==> config.mk <==
export PLATFORM = sky130hd
export DESIGN_NAME = serial_transmit
export DESIGN_NICKNAME = d
export VERILOG_FILES = /design/src/rtl/serial_transmit_pkg.sv /design/src/rtl/serial_transmit_bit_timer.sv /design/src/rtl/serial_transmit.sv
export SDC_FILE = /design/constraint.sdc
export NUM_CORES = 1
export LEC_CHECK = 0
export ABC_AREA = 1
export BUFFER_PORTS_ARGS = -buffer_cell sky130_fd_sc_hd__buf_2
export CAP_MARGIN = 20
export CORE_AREA = 2 2 63 65
export CTS_CLUSTER_DIAMETER = 200
export DETAILED_ROUTE_END_ITERATION = 8
export DIE_AREA = 0 0 65 67
export SLEW_MARGIN = 10
export SYNTH_ARGS = -nofsm -noshare
export SYNTH_HDL_FRONTEND = slang
export SYNTH_SLANG_ARGS = --single-unit
export TNS_END_PERCENT = 30
==> constraint.sdc <==
create_clock -name clk -period 1.49 [get_ports clk]
set_input_delay 0 -clock clk [delete_from_list [all_inputs] [get_ports clk]]
set_output_delay 0 -clock clk [all_outputs]
set_load 0.005 [all_outputs]
==> src/rtl/serial_transmit_pkg.sv <==
`default_nettype none
// ============================================================================
// Module      : serial_transmit_pkg
// Description : Shared line-level definitions for the serial transmit and
//               receive paths: FSM encodings, framing levels, width helper.
// Revision    : 1.0 - initial release
// ============================================================================
package serial_transmit_pkg;

    localparam logic [1:0] ST_IDLE  = 2'd0;
    localparam logic [1:0] ST_START = 2'd1;
    localparam logic [1:0] ST_DATA  = 2'd2;
    localparam logic [1:0] ST_STOP  = 2'd3;

    localparam logic START_BIT = 1'b0;
    localparam logic STOP_BIT  = 1'b1;

    // Counter width for a modulus of n, never narrower than one bit.
    function automatic int cnt_width(input int n);
        return (n > 1) ? $clog2(n) : 1;
    endfunction

endpackage
`default_nettype wire

==> src/rtl/serial_transmit_bit_timer.sv <==
`default_nettype none
// ============================================================================
// Module      : serial_transmit_bit_timer
// Description : Bit-period counter, 0..CLKS_PER_BIT-1, ticking on the last
//               count. tick_next flags that the coming cycle is the tick.
// Revision    : 1.0 - initial release
// ============================================================================
module serial_transmit_bit_timer
    import serial_transmit_pkg::*;
#(
    parameter int CLKS_PER_BIT = 16
) (
    input  logic clk,
    input  logic reset,
    input  logic restart,
    output logic tick,
    output logic tick_next
);

    localparam int             CNT_W = cnt_width(CLKS_PER_BIT);
    localparam logic [CNT_W-1:0] LAST  = CNT_W'(CLKS_PER_BIT - 1);

    logic [CNT_W-1:0] count_q;
    logic [CNT_W-1:0] count_d;

    always_comb begin
        count_d = count_q + CNT_W'(1);
        if (restart || tick) begin
            count_d = '0;
        end
    end

    always_ff @(posedge clk) begin
        if (reset) begin
            count_q <= '0;
        end else begin
            count_q <= count_d;
        end
    end

    assign tick      = (count_q == LAST);
    assign tick_next = (count_d == LAST);

endmodule
`default_nettype wire

==> src/rtl/serial_transmit.sv <==
`default_nettype none
// ============================================================================
// Module      : serial_transmit
// Description : UART-style transmitter, start/LSB-first data/stop framing,
//               one-entry holding register for gapless back-to-back frames.
// Revision    : 1.0 - initial release
// ============================================================================
module serial_transmit
    import serial_transmit_pkg::*;
#(
    parameter int CLKS_PER_BIT = 16,
    parameter int DATA_BITS    = 8
) (
    input  logic                 clk,
    input  logic                 reset,
    input  logic [DATA_BITS-1:0] data_in,
    input  logic                 load,
    output logic                 ready,
    output logic                 busy,
    output logic                 data_out,
    output logic                 charSent
);

    localparam int                   BIT_CNT_W = cnt_width(DATA_BITS);
    localparam logic [BIT_CNT_W-1:0] LAST_BIT  = BIT_CNT_W'(DATA_BITS - 1);

    logic [1:0]           state_q,     state_d;
    logic [BIT_CNT_W-1:0] bit_cnt_q,   bit_cnt_d;
    logic [DATA_BITS-1:0] shifter_q,   shifter_d;
    logic [DATA_BITS-1:0] hold_q,      hold_d;
    logic                 hold_full_q, hold_full_d;
    logic                 data_out_q,  data_out_d;
    logic                 ready_q,     ready_d;
    logic                 busy_q,      busy_d;
    logic                 char_sent_q, char_sent_d;

    logic w_accept;
    logic w_tick;
    logic w_tick_next;
    logic w_restart;

    assign w_accept  = load && ready_q;
    // Timer is held at zero while idle and re-zeroed on every state entry.
    assign w_restart = (state_q == ST_IDLE) || (state_d != state_q);

    serial_transmit_bit_timer #(
        .CLKS_PER_BIT (CLKS_PER_BIT)
    ) u_bit_timer (
        .clk       (clk),
        .reset     (reset),
        .restart   (w_restart),
        .tick      (w_tick),
        .tick_next (w_tick_next)
    );

    always_ff @(posedge clk) begin
        if (reset) begin
            state_q     <= ST_IDLE;
            bit_cnt_q   <= '0;
            shifter_q   <= '0;
            hold_q      <= '0;
            hold_full_q <= 1'b0;
            data_out_q  <= STOP_BIT;
            ready_q     <= 1'b1;
            busy_q      <= 1'b0;
            char_sent_q <= 1'b0;
        end else begin
            state_q     <= state_d;
            bit_cnt_q   <= bit_cnt_d;
            shifter_q   <= shifter_d;
            hold_q      <= hold_d;
            hold_full_q <= hold_full_d;
            data_out_q  <= data_out_d;
            ready_q     <= ready_d;
            busy_q      <= busy_d;
            char_sent_q <= char_sent_d;
        end
    end

    always_comb begin
        state_d     = state_q;
        bit_cnt_d   = bit_cnt_q;
        shifter_d   = shifter_q;
        hold_d      = hold_q;
        hold_full_d = hold_full_q;

        if (w_accept && (state_q != ST_IDLE)) begin
            hold_d      = data_in;
            hold_full_d = 1'b1;
        end

        case (state_q)
            ST_IDLE: begin
                if (w_accept) begin
                    shifter_d = data_in;
                    state_d   = ST_START;
                end
            end
            ST_START: begin
                if (w_tick) begin
                    bit_cnt_d = '0;
                    state_d   = ST_DATA;
                end
            end
            ST_DATA: begin
                if (w_tick) begin
                    shifter_d = shifter_q >> 1;
                    if (bit_cnt_q == LAST_BIT) begin
                        state_d = ST_STOP;
                    end else begin
                        bit_cnt_d = bit_cnt_q + BIT_CNT_W'(1);
                    end
                end
            end
            ST_STOP: begin
                if (w_tick) begin
                    // A load landing on the final stop cycle with holding empty
                    // starts the next frame directly rather than being stranded.
                    if (hold_full_q) begin
                        shifter_d   = hold_q;
                        hold_full_d = 1'b0;
                        state_d     = ST_START;
                    end else if (w_accept) begin
                        shifter_d   = data_in;
                        hold_full_d = 1'b0;
                        state_d     = ST_START;
                    end else begin
                        state_d = ST_IDLE;
                    end
                end
            end
            default: begin
                state_d = ST_IDLE;
            end
        endcase
    end

    always_comb begin
        busy_d      = (state_d != ST_IDLE);
        ready_d     = !hold_full_d;
        char_sent_d = (state_q == ST_STOP) && w_tick_next;
        case (state_d)
            ST_START: data_out_d = START_BIT;
            ST_DATA:  data_out_d = shifter_d[0];
            default:  data_out_d = STOP_BIT;
        endcase
    end

    assign ready    = ready_q;
    assign busy     = busy_q;
    assign data_out = data_out_q;
    assign charSent = char_sent_q;

endmodule
`default_nettype wire

==> metrics.yaml, run 1 <==
timing:
  fin_crit_sh_pct: 95.2
  rsz0062_at_grt: "true"
  worst_slack_ns: 0.0717
  holdWs_ns: 0.0694
  drv_slew: 0
  final.min_clock_period_ns: 1.42
  fin_skew_ns: 0.00256
  max_freq_mhz: 705
  setup_tns_ns: 0
  setup_violations: 0
  tightest_slew_ns: 0.413
  finalHoldViolations: 0
  slew_headroom_pct: 72.5
run_status:
  status: "finished, final reports clean"
final_layout:
  stdcell_count: 311
  finish.utilization_pct: 58.8
  areaGrowthSynthToFinish_pct: 35.2
  drive_gt1_share_pct: 31.6
  n_antenna_cell: 0
  fin_area_um2: 2120
  nNetsFinal: 276
setup_path:
  cp.required_ns: 1.72
  arrival_ns: 1.65
  path_common_cell: "o211ai_1"
  cp_max_fo: 6
  slowest_stage: "dfxtp_2"
  path_delay_family: "buffers and inverters"
  regToRegStartpoint: "u_bit_timer.count_q[1]"
  crit_start: "u_bit_timer.count_q[1]"
  critPathCaptureType: "flop"
  cp_cell_sequence: "ha_4 > nand3_4 > buf_6 > nor2_4 > buf_4 > o211ai_1 > o211ai_1 > nand3_1 > inv_1"
  criticalPathCategory: "flop to flop"
  critPathMaxStageDelay_ns: 0.35
  cp_num_buf_inv: 3
  crit_path_start_kind: "flop"
global_route:
  grt_pass1_wl_um: 6240
  grt_max_degree: 16
  grt.total_usage_pct: 19.0
  grt_overflow_total: 0
  grt_pass1_vias: 1463
  antenna_found_initial: 0
synth:
  yosys-top-cells-area: "dfxtp_1 (38%), nand2_1 (9.8%), nor2_1 (6.9%)"
  ys.flop_type: "dfxtp_1"
  synth_edf_count: 0
  synth_common_cells: "nand2_1 (41), dfxtp_1 (30), nor2_1 (29)"
  synth.most_common_cell: "nand2_1"
  ys_async_sr_fraction_pct: 0
  synth_area_per_cell_um2: 7.13
  ys_seq_area_share_pct: 38.3
  synth-seq-cells: 30
  synth_cell_type_count: 34
  yosysTopAreaCellShare_pct: 38.3
  mappedNetlistArea_um2: 1570
  yosys_warnings: 0
  netlist_instances: 220
  synth_nets: 234
  yosysTopAreaCell: "dfxtp_1"
place:
  dpl.cell_count: 290
  hpwl_um: 2510
  port_buffers: 14
  place_area_um2: 1780
  pre_cts_ws_ns: -0.0528
  gp_congestion: 0.815
min_path:
  hold_class: "input port to flop"
  hp-start: "reset"
die:
  start_util_pct: 43.5
  die_w_um: 65
  die_y_um: 67
  die_area_um2: 4360
  rows: 22
  core_um2: 3610
  ios: 15
clock_tree:
  clk_pin_slew_ns: 0.06
  clk_latency_ns: 0.28
  clock_sinks: 30
  clockBufferDepth: 2
  cts_max_level: 2
  cts_tree: "built"
  numCtsBuffers: 5
  clockRootBuffer: "clkbuf_8"
run:
  maxCapViolations: 0
pwr:
  leakagePower_nw: 0.938
  vdd_ir_drop_max_mv: 0.673
  power_mw: 2.13
  power_density_nw_per_um2: 1000
route:
  wl_um: 3740
  post-route-drc-count: 0
  vias_per_cell: 4.97
  drt_pass1_iterations: 4
  drt_iter0_drc: 87
  wl_per_cell_um: 12.0
  vias: 1546
  detail-route-antenna-nets: 0
worst register-to-register path: stages, from the launching register on:
cell	delay (ns)
dfxtp_2	0.35
ha_4	0.16
nand3_4	0.07
buf_6	0.15
nor2_4	0.15
buf_4	0.14
o211ai_1	0.09
o211ai_1	0.09
nand3_1	0.10
inv_1	0.07
repair_timing:
action,4_1_cts,5_1_grt
endpoints found under the setup margin,11,17
hold buffers,7,0
buffers inserted,0,6
gates resized for setup,3,23
hold endpoints to repair,7,0
pin swaps,0,9
final cells by class:
| cell class | count | area (um2) |
|---|---|---|
| Multi-Input combinational cell | 153 | 927 |
| Fill cell | 339 | 1480 |
| Sequential cell | 30 | 607 |
| Timing Repair Buffer | 39 | 292 |
| Inverter | 33 | 126 |
| Clock buffer | 8 | 110 |
| Tap cell | 48 | 60.1 |
kinds of logic after synthesis:
kind of cell             after synthesis  synth area share (%)
buffers and inverters                 37                  9.33
flip-flops                            30                  38.3
adder cells (fa/ha/maj)                3                  2.39
AND/OR/NAND/NOR                      105                  32.1
XOR/XNOR                               1                 0.558
AO/OA/AOI/OAI                         44                  17.4
path summary, 6_finish.rpt:
path	slack (ns)	cells after the start	endpoint
max	0.07	9	shifter_q[2]
min	0.07	2	state_q[1]
max reg2reg	0.07	9	shifter_q[2]
min reg2reg	0.46	2	hold_q[7]
cells in the final DEF, fill, tap and decap left out, types with 4 or more instances in the layout:
cell type	n
a21oi_1	10
buf_2	14
buf_4	16
clkbuf_8	8
dfxtp_1	25
dfxtp_2	5
dlygate4sd3_1	7
inv_1	26
inv_2	6
nand2_1	39
nand2_2	6
nand3_1	10
nand3_2	5
nor2_1	28
nor2_4	5
o211ai_1	6
o21ai_0	15
o21ai_1	4
power by group:
part | internal (mW) | switching, mW | total, mW | leakage (nW)
clock network | 0.466 | 0.307 | 0.773 | 0.0575
logic | 0.171 | 0.251 | 0.422 | 0.633
registers | 0.880 | 0.0502 | 0.930 | 0.248
total | 1.52 | 0.609 | 2.13 | 0.938
registers in the layout (all words and copies together), names as in the netlist:
name and count:
ready 1, data_out 1, state_q 2, hold_full_q 1
busy 1, shifter_q 8, u_bit_timer.count_q 4, bit_cnt_q 3
hold_q 8, charSent 1
per-layer routing:
metal	track usage, %	vias up	wire length, um
met5	0	-	0
met4	12.2	0	110
met3	3.55	12	127
met2	31.3	33	1650
met1	22.6	697	1850
li1	-	804	-
Power figures use the tool's default switching activity.
==> run 2, diff against run 1 <==
- ABC_AREA: 1 -> not set
- CORE_AREA: 2 2 63 65 -> 2 2 62 64
- DIE_AREA: 0 0 65 67 -> 0 0 64 66
==> run 2 against run 1 <==
Synthesized area is 2.9% lower. Highest routed layer unchanged. Global-route usage increased by 0.28 points. Critical endpoint is now bit_cnt_q[0]. Clock skew is 0.0087 ns higher. Synthesized cell count fell by 19%. Clock power shrank 17%.
==> metrics.yaml, run 2 <==
final_layout:
  stdcell_count: 260  # -16%
  fin_area_um2: 1920  # -9.6%
  final_cell_mix: "nor2_1 (24), dfxtp_1 (24), buf_2 (14)"
  nNetsFinal: 225  # -18%
  reg_top3: "hold_q: 8 flops, shifter_q: 8 flops, u_bit_timer.count_q: 4 flops"
  drive_gt1_share_pct: 25.0  # -6.6 points
  areaGrowthSynthToFinish_pct: 25.9
  n_antenna_cell: 0  # unchanged
die:
  die_area_um2: 4220  # -3.0%
  die_w_um: 64  # -1.5%
  rows: 22  # unchanged
  ios: 15  # unchanged
  die_y_um: 66  # -1.5%
  start_util_pct: 42.9  # -0.59 points
  core_um2: 3550  # -1.5%
global_route:
  grt_pass1_wl_um: 6300  # +0.88%
  use_met2_pct: 30.6  # -0.72 points
  grt_util_met3_pct: 4.60  # +1.1 points
  grt_pass1_vias: 1392  # -4.9%
  gr-max-usage-layer: "met2"
  grt_overflow_total: 0  # unchanged
  grt_max_degree: 22  # +6
  grt.total_usage_pct: 19.3  # +0.28 points
  antenna_found_initial: 0  # unchanged
  gr-usage-met1_pct: 24.7  # +2.0 points
synth:
  synth_edf_count: 0  # unchanged
  yosysTopAreaCell: "dfxtp_1"
  synth_mux_area_share_pct: 7.31  # +7.3 points
  synth_common_cells: "dfxtp_1 (30), nor2_1 (24), a21oi_1 (16)"
  synth-xor-area-share_pct: 1.15  # +0.59 points
  ys.flop_type: "dfxtp_1"
  yosys-top-cells-area: "dfxtp_1 (39%), mux2i_1 (6.6%), nor2_1 (5.9%)"
  yosys_warnings: 0  # unchanged
  synth_adder_area_share_pct: 2.46  # +0.071 points
  synth_area_per_cell_um2: 8.51  # +19%
  synth_top_family_by_area: "simple AND/OR/NAND/NOR gates"
  synth-seq-cells: 30  # unchanged
  synth_cell_type_count: 44  # +29%
  yosys.area_share.simple_pct: 28.9  # -3.2 points
  ys_seq_area_share_pct: 39.4  # +1.1 points
  synth_nets: 193  # -18%
  synth.most_common_cell: "dfxtp_1"
  ys_async_sr_fraction_pct: 0  # unchanged
  synth_compound_area_share_pct: 16.5  # -0.88 points
  netlist_instances: 179  # -19%
  yosysTopAreaCellShare_pct: 39.4  # +1.1 points
  mappedNetlistArea_um2: 1520  # -2.9%
pwr:
  leakagePower_nw: 0.783  # -17%
  power_mw: 1.78  # -16%
  vdd_ir_drop_max_mv: 0.454  # -32%
  power_density_nw_per_um2: 929  # -7.2%
run_status:
  status: "finished, final reports clean"
route:
  post-route-drc-count: 0  # unchanged
  detail-route-antenna-nets: 0  # unchanged
  drt_iter0_drc: 70  # -20%
  vias_per_cell: 5.37  # +8.1%
  wl_um: 3500  # -6.4%
  wl_per_cell_um: 13.5  # +12%
  vias: 1397  # -9.6%
  drt_pass1_iterations: 4  # unchanged
setup_path:
  cp_max_fo: 4  # -2
  reg2reg_depth: 6  # -3
  crit_path_start_kind: "flop"
  path_depth: 6  # -3
  cp.required_ns: 1.71  # about the same
  cp_num_buf_inv: 0  # -3
  critPathMaxStageDelay_ns: 0.33  # -0.02 ns
  path_delay_family: "adder cells"
  r2r_slack_ns: 0.07  # about the same
  critPathCaptureType: "flop"
  cp_cell_sequence: "ha_1 > ha_1 > nor3b_2 > o21ai_2 > mux2i_1 > nor2_1"
  crit_start: "bit_cnt_q[0]"
  regToRegStartpoint: "bit_cnt_q[0]"
  arrival_ns: 1.64  # about the same
  path_common_cell: "ha_1"
  criticalPathCategory: "flop to flop"
  reg2reg_to: "bit_cnt_q[0]"
  crit_end: "bit_cnt_q[0]"
  slowest_stage: "dfxtp_1"
min_path:
  holdPathStages: 3  # +1
  hold_class: "input port to flop"
timing:
  fin_crit_sh_pct: 95.3  # about the same
  setup_tns_ns: 0  # unchanged
  finalHoldViolations: 0  # unchanged
  rsz0062_at_grt: "true"
  final.min_clock_period_ns: 1.42  # +0.00108 ns
  tightest_slew_ns: 0.305  # -0.108 ns
  worst_slack_ns: 0.0706  # -0.00108 ns
  max_freq_mhz: 705  # about the same
  drv_slew: 0  # unchanged
  fin_skew_ns: 0.0112  # +0.00865 ns
  slew_headroom_pct: 79.6  # +7.1 points
  setup_violations: 0  # unchanged
clock_tree:
  cts_tree: "built"
  clockRootBuffer: "clkbuf_4"
  clk_pin_slew_ns: 0.09  # +0.03 ns
  numCtsBuffers: 5  # unchanged
  cts_max_level: 2  # unchanged
  clockBufferDepth: 2  # unchanged
  clk_latency_ns: 0.33  # +0.05 ns
  clock_sinks: 30  # unchanged
run:
  maxCapViolations: 0  # unchanged
place:
  pre_cts_ws_ns: -0.0347  # +0.0181 ns
  place_area_um2: 1690  # -5.4%
  hpwl_um: 2420  # -3.6%
  port_buffers: 14  # unchanged
  gp_congestion: 0.792  # -2.9%
  dpl.cell_count: 242  # -17%
## run 2: cell count changes in the layout (fill, tap and decap cells not counted), moves of 8 or more
cell      change
mux2i_1      +10
nand2_1      -31
nand2b_1     +13
inv_1        -21
clkbuf_8      -8
o21ai_0      -13
## run 2: final cells by class
cell class | count | area, um2
multi-input cells | 135 | 908
flip-flops and latches | 30 | 611
repair buffers | 34 | 246
well taps | 48 | 60.1
inverters | 5 | 18.8
fillers | 327 | 1630
clock inverters | 1 | 30.0
clock buffers | 7 | 45.0
## run 2: worst reg2reg max path: cells and delay by family (launching register included)
family / cells / cell delay, ns
AND/OR/NAND/NOR: 2 / 0.27
flip-flops: 1 / 0.33
AO/OA/AOI/OAI: 1 / 0.11
multiplexers: 1 / 0.17
adder cells (fa/ha/maj): 2 / 0.43
## run 2: per-layer routing
layer	up-vias	wire (um)
li1	705	-
met1	669	1790
met2	16	1550
met3	7	87
met4	0	71
met5	-	0
## run 2: worst min path at each step
stage               startpoint        end  slack (ns)
CTS                       load       busy        0.05
detailed placement  data_in[4]  hold_q[4]        0.26
finish                    load       busy        0.05
floorplan                reset      ready        0.12
global route              load       busy        0.09
global placement    data_in[5]  hold_q[5]        0.24
## run 2: power by group
group / internal (mW) / switching [mW] / total, mW / leakage, nW
clock: 0.356 / 0.284 / 0.640 / 0.0395
combinational: 0.131 / 0.134 / 0.265 / 0.496
sequential: 0.842 / 0.0361 / 0.878 / 0.247
## run 2: timing repair
| item | 4_1_cts | 5_1_grt |
|---|---|---|
| pin swaps | 1 | 2 |
| hold buffers | 9 | 0 |
| gates resized for setup | 3 | 18 |
| buffers inserted | 1 | 0 |
| setup endpoints to repair | 6 | 11 |
| endpoints found under the hold margin | 11 | 0 |
## run 2: kinds of logic (layout without fill, tap and decap cells)
family                     Yosys count  count (layout)
DFF                                 30              30
buffers and inverters               14              47
muxes                               11              11
xor gates and xnor gates             2               2
AOI/OAI and AO/OA                   37              37
and+or+nand+nor                     82              82
adders and majority gates            3               3
## run 2: through the flow
stage	hold WS (ns)	util [%]
detailed placement	0.255	47.5
finish	0.0546	54.1
global route	0.0921	54.1
CTS	0.0529	52.7
global placement	0.241	47.5
floorplan	0.124	-
